$ cat config.mk
export PLATFORM = sky130hd
export DESIGN_NAME = ram_loader
export DESIGN_NICKNAME = d
export VERILOG_FILES = /design/src/rtl/ram_loader_pkg.sv /design/src/rtl/ram_loader_byte_pair_assembler.sv /design/src/rtl/ram_loader.sv
export SDC_FILE = /design/constraint.sdc
export NUM_CORES = 1
export LEC_CHECK = 0
export CAP_MARGIN = 20
export CORE_AREA = 10 10 81 83
export CTS_CLUSTER_SIZE = 16
export DETAILED_ROUTE_END_ITERATION = 12
export DIE_AREA = 0 0 91 93
export DONT_BUFFER_PORTS = 1
export PLACE_DENSITY = 0.84
export SLEW_MARGIN = 25
export SYNTH_ARGS = -nofsm -noshare
export SYNTH_HDL_FRONTEND = slang
export SYNTH_HIERARCHICAL = 1
export SYNTH_SLANG_ARGS = --single-unit
export TNS_END_PERCENT = 30
$ cat constraint.sdc
create_clock -name clock -period 6.2 [get_ports clock]
set_input_delay 1.24 -clock clock [delete_from_list [all_inputs] [get_ports clock]]
set_output_delay 1.24 -clock clock [all_outputs]
set_load 0.01 [all_outputs]
$ cat src/rtl/ram_loader_pkg.sv
// Shared definitions for the boot-time RAM loader: FSM state encodings and byte-order helpers.
package ram_loader_pkg;

  typedef enum logic [2:0] {
    ST_COUNT_LO = 3'd0,
    ST_COUNT_HI = 3'd1,
    ST_DATA_LO  = 3'd2,
    ST_DATA_HI  = 3'd3,
    ST_WRITE    = 3'd4,
    ST_CHECK_LO = 3'd5,
    ST_CHECK_HI = 3'd6,
    ST_DONE     = 3'd7
  } loader_state_t;

  localparam int          BYTE_W    = 8;
  localparam int          WORD_W    = 16;
  localparam logic [15:0] ADDR_STEP = 16'd2;

  // Little-endian: the first byte on the wire is the low half of the word.
  function automatic logic [WORD_W-1:0] join_bytes(input logic [BYTE_W-1:0] first_byte,
                                                   input logic [BYTE_W-1:0] second_byte);
    return {second_byte, first_byte};
  endfunction

endpackage

$ cat src/rtl/ram_loader_byte_pair_assembler.sv
// Pairs consecutive accepted bytes into a little-endian 16-bit word; o_word_valid pulses
// combinationally with the accepting of the second byte.
module ram_loader_byte_pair_assembler
  import ram_loader_pkg::*;
(
  input  logic              clock,
  input  logic              reset,
  input  logic [BYTE_W-1:0] i_byte,
  input  logic              i_byte_valid,
  output logic [WORD_W-1:0] o_word,
  output logic              o_word_valid
);

  logic [BYTE_W-1:0] r_first;
  logic              r_phase;

  always_ff @(posedge clock or posedge reset) begin
    if (reset) begin
      r_first <= '0;
      r_phase <= 1'b0;
    end else if (i_byte_valid) begin
      if (!r_phase) r_first <= i_byte;
      r_phase <= ~r_phase;
    end
  end

  assign o_word       = join_bytes(r_first, i_byte);
  assign o_word_valid = i_byte_valid & r_phase;

endmodule

$ cat src/rtl/ram_loader.sv
// Byte-stream program loader feeding a RAM write port; holds the CPU until the load ends.
// Define LOADER_CHECKSUM_EN to expect a trailing 16-bit sum of all data words.
module ram_loader
  import ram_loader_pkg::*;
#(
  parameter int          RAM_WORDS    = 256,
  parameter logic [15:0] BASE_ADDRESS = 16'h0000
) (
  input  logic        clock,
  input  logic        reset,
  input  logic [7:0]  rx_data,
  input  logic        rx_valid,
  output logic        rx_ready,
  output logic        ram_write_enable,
  output logic [15:0] ram_address,
  output logic [15:0] ram_write_data,
  output logic        cpu_hold,
  output logic        done,
  output logic        error
);

  localparam logic [16:0] MAX_WORDS = 17'(RAM_WORDS);

  loader_state_t r_state;
  loader_state_t w_state_next;
  logic [15:0]   r_remaining;
  logic [15:0]   r_address;
  logic [15:0]   r_write_data;
  logic          r_error;
  logic          w_transfer;
  logic [15:0]   w_word;
  logic          w_word_valid;
  logic          w_oversize;
`ifdef LOADER_CHECKSUM_EN
  logic [15:0]   r_sum;
`endif

  assign w_transfer = rx_valid & rx_ready;
  assign w_oversize = {1'b0, w_word} > MAX_WORDS;

  ram_loader_byte_pair_assembler u_pair (
    .clock        (clock),
    .reset        (reset),
    .i_byte       (rx_data),
    .i_byte_valid (w_transfer),
    .o_word       (w_word),
    .o_word_valid (w_word_valid)
  );

  always_ff @(posedge clock or posedge reset) begin
    if (reset) r_state <= ST_COUNT_LO;
    else       r_state <= w_state_next;
  end

  always_comb begin
    w_state_next = r_state;
    case (r_state)
      ST_COUNT_LO: if (w_transfer) w_state_next = ST_COUNT_HI;
      ST_COUNT_HI: begin
        if (w_word_valid) begin
          if (w_oversize)           w_state_next = ST_DONE;
`ifdef LOADER_CHECKSUM_EN
          else if (w_word == 16'd0) w_state_next = ST_CHECK_LO;
`else
          else if (w_word == 16'd0) w_state_next = ST_DONE;
`endif
          else                      w_state_next = ST_DATA_LO;
        end
      end
      ST_DATA_LO:  if (w_transfer) w_state_next = ST_DATA_HI;
      ST_DATA_HI:  if (w_word_valid) w_state_next = ST_WRITE;
      ST_WRITE: begin
        if (r_remaining != 16'd1) w_state_next = ST_DATA_LO;
`ifdef LOADER_CHECKSUM_EN
        else                      w_state_next = ST_CHECK_LO;
`else
        else                      w_state_next = ST_DONE;
`endif
      end
      ST_CHECK_LO: if (w_transfer) w_state_next = ST_CHECK_HI;
      ST_CHECK_HI: if (w_word_valid) w_state_next = ST_DONE;
      ST_DONE:     w_state_next = ST_DONE;
      default:     w_state_next = ST_COUNT_LO;
    endcase
  end

  always_comb begin
    rx_ready         = 1'b0;
    ram_write_enable = 1'b0;
    done             = 1'b0;
    cpu_hold         = 1'b1;
    case (r_state)
      ST_COUNT_LO, ST_COUNT_HI, ST_DATA_LO, ST_DATA_HI, ST_CHECK_LO, ST_CHECK_HI:
        rx_ready = 1'b1;
      ST_WRITE:
        ram_write_enable = 1'b1;
      ST_DONE: begin
        done     = 1'b1;
        cpu_hold = r_error;
      end
      default: ;
    endcase
  end

  // Address advances on the edge that ends the write strobe, so the strobe sees the old value.
  always_ff @(posedge clock or posedge reset) begin
    if (reset) begin
      r_remaining  <= '0;
      r_address    <= BASE_ADDRESS;
      r_write_data <= '0;
      r_error      <= 1'b0;
`ifdef LOADER_CHECKSUM_EN
      r_sum        <= '0;
`endif
    end else begin
      case (r_state)
        ST_COUNT_HI: if (w_word_valid) begin
          r_remaining <= w_word;
          if (w_oversize) r_error <= 1'b1;
        end
        ST_DATA_HI: if (w_word_valid) begin
          r_write_data <= w_word;
`ifdef LOADER_CHECKSUM_EN
          r_sum        <= r_sum + w_word;
`endif
        end
        ST_WRITE: begin
          r_address   <= r_address + ADDR_STEP;
          r_remaining <= r_remaining - 16'd1;
        end
`ifdef LOADER_CHECKSUM_EN
        ST_CHECK_HI: if (w_word_valid && (w_word != r_sum)) r_error <= 1'b1;
`endif
        default: ;
      endcase
    end
  end

  assign ram_address    = r_address;
  assign ram_write_data = r_write_data;
  assign error          = r_error;

endmodule

Yosys cells after proc, flatten, opt, wreduce, memory -nomap -nowiden
Index checks and enable logic that the tools add are counted.
- register bits: 61
- input port bits: 11
- output and inout port bits: 37
- $add $sub $neg: 2
- magnitude comparators: 1
- eq/ne operators: 14
- mux-type cells: 16
- bitwise logic cells: 3
- reductions and logical operators: 9
- operators with widths (operator ; number):
    $pmux W16 S2 ; 1
    $mux W3 ; 9
    $pmux W3 S8 ; 1
    $add A16 B2 Y16 const B ; 1
    $gt A16 B9 Y1 const B ; 1
    $logic_not A16 Y1 ; 1
    $mux W16 ; 1
    $ne A16 B1 Y1 const B ; 1
    $sub A16 B1 Y16 const B ; 1
    $eq A3 B3 Y1 const B ; 4
    $ne A2 B1 Y1 const B ; 6
    $eq A3 B2 Y1 const B ; 2
    $reduce_and A2 Y1 ; 3
    $reduce_and A6 Y1 ; 1
    $reduce_or A6 Y1 ; 1
    $mux W1 ; 4
    $eq A3 B1 Y1 const B ; 1
    $logic_not A3 Y1 ; 1
    $reduce_and A3 Y1 ; 1
    $and A1 B1 Y1 ; 2
    $reduce_bool A2 Y1 ; 1
    $not A1 Y1 ; 1

Depth between registers and ports, before layout
- depth in word-level cells: 7
- depth in mapped cells: 10
- depth with buffers taken out: 8

Cells and area by module
The synthesis kept the hierarchy.
- modules (own cells, without submodules) (module ; times used ; cells an instance ; area each (um^2) ; sequential area each (um^2)):
    ram_loader ; 1 ; 233 ; 2478.6 ; 1276.2
    ram_loader_byte_pair_assembler ; 1 ; 30 ; 450.4 ; 225.2

Least setup slack after synthesis
Ideal clock, no wire load.
- kind: input to register
- start point: input rx_valid
- end point: register r_write_data[0] (netlist: ram_write_data[0])
- arrival: 2.650 ns
- setup slack: 3.425 ns
- stages on the path: 7
- buffers on the path: 1
- cell sequence: and2_1 > and2_2 > nand2_1 > nor2_1 > nand2_1 > clkbuf_1 > mux2_2
- cells in the longest elaborated chain, start to end: 3
- RTL lines (what ; line ; source):
    from (decl) ; ram_loader.sv:12 ; input logic rx_valid,
    $and A1 B1 Y1 ; ram_loader.sv:38 ; assign w_transfer = rx_valid & rx_ready;
    $and A1 B1 Y1 ; ram_loader_byte_pair_assembler.sv:28 ; assign o_word_valid = i_byte_valid & r_phase;
    via w_word_valid ; ram_loader.sv:32 ; logic w_word_valid;
    $reduce_and A2 Y1 (no source line) ; n/a ;
    to (signal assigned) ; ram_loader.sv:122 ; r_write_data <= w_word;
    to (decl) ; ram_loader.sv:28 ; logic [15:0] r_write_data;
The timed path passes the listed nets, and every way through them passes these cells.
A chain may end at the register's enable or synchronous reset.

Final worst setup path
- start point: register r_state[2]
- end point: output ram_write_enable
- cells in the longest elaborated chain, start to end: 2
- RTL lines (what ; line ; source):
    from (decl) ; ram_loader.sv:24 ; loader_state_t r_state;
    from (signal assigned) ; ram_loader.sv:52 ; else r_state <= w_state_next;
    $eq A3 B3 Y1 ; ram_loader.sv:92 ; case (r_state)
    $mux W1 ; ram_loader.sv:92 ;
    to (decl) ; ram_loader.sv:14 ; output logic ram_write_enable,
Every way passes these cells.

==> qor.yml <==
worst_hold_path:
  worstHoldStart: "r_remaining[13]"
  hold_class: "reg2reg"
pwr:
  p_sw_uw: 456.9
  comb_power_share_pct: 20.9
  swShare_pct: 34.34
  power_frac_seq_pct: 53.5
  p_int_uw: 873.5
  ir_drop_mv: 0.2528
  powerDensity_nw_per_um2: 427.0
  power.leakage_uw: 0.001309
  clkPwrFrac_pct: 25.6
  total_power_uw: 1330
detailed_routing:
  top_layer_used: "met4"
  drtPass1Iterations: 4
  ant_nets: 0
  drc: 0
  met2_length_um: 2855
  wl_met3_um: 711
  route.vias.total: 2007
  drt-initial-drc-count: 146
  wl_met1_um: 2563
  routed_wl_um: 6298
  vias_per_cell: 6.063
  wl_per_cell_um: 19.03
die:
  design.die.area_sq_um: 8463
  core_area_sq_um: 5010
  fp-row-count: 26
  start_util_pct: 58.47
  pin_count: 48
  fp.dieH_um: 93
  die_x_um: 91
logic_synthesis:
  async_flop_share_pct: 100.0
  yosysUniqueCellTypes: 52
  synth_edf_count: 0
  seq_area_frac_synth_pct: 51.26
  synth_ff_type: "dfrtp_1"
  syn_nets: 277
  ys_warn_count: 6
  synth_area_per_cell_sq_um: 11.14
  synthCells: 263
  synth_area_sq_um: 2929
  yosys_register_bits: 60
timing:
  period_needed_ns: 3.003
  fin_skew_ns: 0.005795
  maxSlewViolCount: 0
  fmax_mhz: 333.0
  finalSetupTns_ns: 0
  worst_slew_pin_slew_ns: 0.9207
  hold_ws_ns: 0.4969
  rsz0062_at_grt: "false"
  setup_violations: 0
  slew_headroom_pct: 38.35
  hold_violations: 0
  min_period_over_period_pct: 48.44
global_routing:
  antenna_found_initial: 0
  grt_max_degree: 52
  grt_usage_pct: 15.58
  first_global_vias: 2045
  grt_pass1_wl_um: 10430
  grt-ovfl-total: 0
setup_path:
  cp-start-kind: "flop"
  worstPathCellList: "nor3b_2"
  crit_start: "r_state[2]"
  path_delay_family: "simple AND/OR/NAND/NOR gates"
  path_buf_inv: 0
  required_ns: 4.96
  r2r-start: "r_state[1]"
  end_kind: "output port"
  slowest_stage: "nor3b_2"
  cp.arrival_ns: 1.76
  path_max_fanout: 15
  critPathKind: "reg2out"
  critPathMaxStageDelay_ns: 0.83
clocking:
  cts.repair.resized: 0
  path_clk_slew_ns: 0.07
  cts_made_buffers: 9
  insertion_delay_ns: 0.34
  cts_buffer_depth: 2
  tritoncts: "done"
  cts_setup_buffers: 0
  clkSinkCount: 60
  cts-root-buf: "clkbuf_8"
  cts_hold_buf: 0
  h-tree-depth: 3
placed_design:
  numPortBuffers: 0
  gp_congestion: 0.8867
  hpwlAfterDp_um: 4497
  placedCellCount: 315
final_layout:
  mostFrequentLayoutCells: "dfrtp_1, nand2_1, nor2_1"
  final_common_cell: "dfrtp_1"
  final_nets: 270
  final_cells: 331
  syn_to_final_growth_pct: 6.365
  drive_gt1_share_pct: 19.54
  n_antenna_cell: 0
run:
  max_cap_violations: 0
outcome:
  status: "finished clean"
==> worst paths after layout <==
path,depth (start not counted),endpoint,slack [ns]
setup / recovery,1,ram_write_enable,3.20
hold / removal,1,r_remaining[13],0.50
setup reg to reg,8,ram_write_data[2],3.56
hold reg to reg,1,r_remaining[13],0.50
max in group asynchronous,1,r_remaining[5],4.76
min in group asynchronous,1,u_pair/r_phase,0.77
==> synthesized netlist by cell type, types with 2 or more instances <==
library cell | n | area (sq um)
xor2_1 | 9 | 78.83
or4_1 | 2 | 15.01
a22oi_1 | 2 | 15.01
nor2_1 | 21 | 78.83
nand2b_1 | 3 | 18.77
ha_1 | 3 | 37.54
o22ai_1 | 2 | 12.51
o211ai_1 | 6 | 45.04
clkbuf_1 | 8 | 30.03
nand3_1 | 10 | 50.05
mux2_4 | 8 | 120.1
a211oi_1 | 5 | 37.54
and3_1 | 3 | 18.77
nor4_1 | 7 | 43.79
nand4_1 | 4 | 25.02
or3_1 | 2 | 12.51
inv_1 | 6 | 22.52
o21ai_0 | 3 | 15.01
buf_4 | 9 | 67.56
nor3_1 | 6 | 30.03
xnor2_1 | 7 | 61.31
o21a_1 | 2 | 15.01
o311ai_0 | 5 | 43.79
dfrtp_1 | 60 | 1501
mux2_2 | 17 | 191.4
nand2_1 | 24 | 90.09
a21oi_1 | 2 | 10.01
a31oi_1 | 3 | 18.77
==> per-stage QoR <==
stage	instance area, sq um	util [%]	setup slack [ns]
finish	3115	62.19	3.197
detailed placement	2923	58.34	3.355
global placement	2923	58.34	3.399
global route	3115	62.19	3.060
CTS	3114	62.16	3.169
floorplan	2929	-	3.425
==> cells by family after synthesis <==
kind of cell    after synthesis  share of synthesized area, %
buf+inv                      25                         4.613
other cells                   1                        0.1280
flops                        60                         51.26
compound gates               36                         9.056
fa+ha+maj                     3                         1.282
simple gates                 96                         17.90
mux                          26                         10.98
xor+xnor                     16                         4.784
==> state kept, by name, summed over array words and instances, names as in the netlist <==
register	cells
error	1
u_pair/r_first	8
r_state	3
u_pair/r_phase	1
ram_write_data	16
ram_address	15
r_remaining	16
==> routing by layer <==
metal	global-route usage, %	up-vias
met3	9.193	13
li1	-	920
met4	7.441	0
met5	0	-
met1	17.59	997
met2	23.21	77
==> area by class of cell <==
cell class,count,area [sq um]
sequential,60,1501
fill,416,1894
inverter,6,23.77
clock buffer,9,123.9
clock inverter,7,67.56
timing repair buffer,1,7.507
tap,70,87.58
multi-input combinational,178,1304
==> power groups by stage <==
| stage | registers, uW | clock network [uW] | logic (uW) |
|---|---|---|---|
| floorplan | 654 | 0 | 263 |
| global placement | 709 | 0 | 265 |
| detailed placement | 718 | 0 | 279 |
| CTS | 712 | 349 | 281 |
| global route | 734 | 371 | 311 |
| finish | 711 | 341 | 278 |
Power figures use the tool's default switching activity.
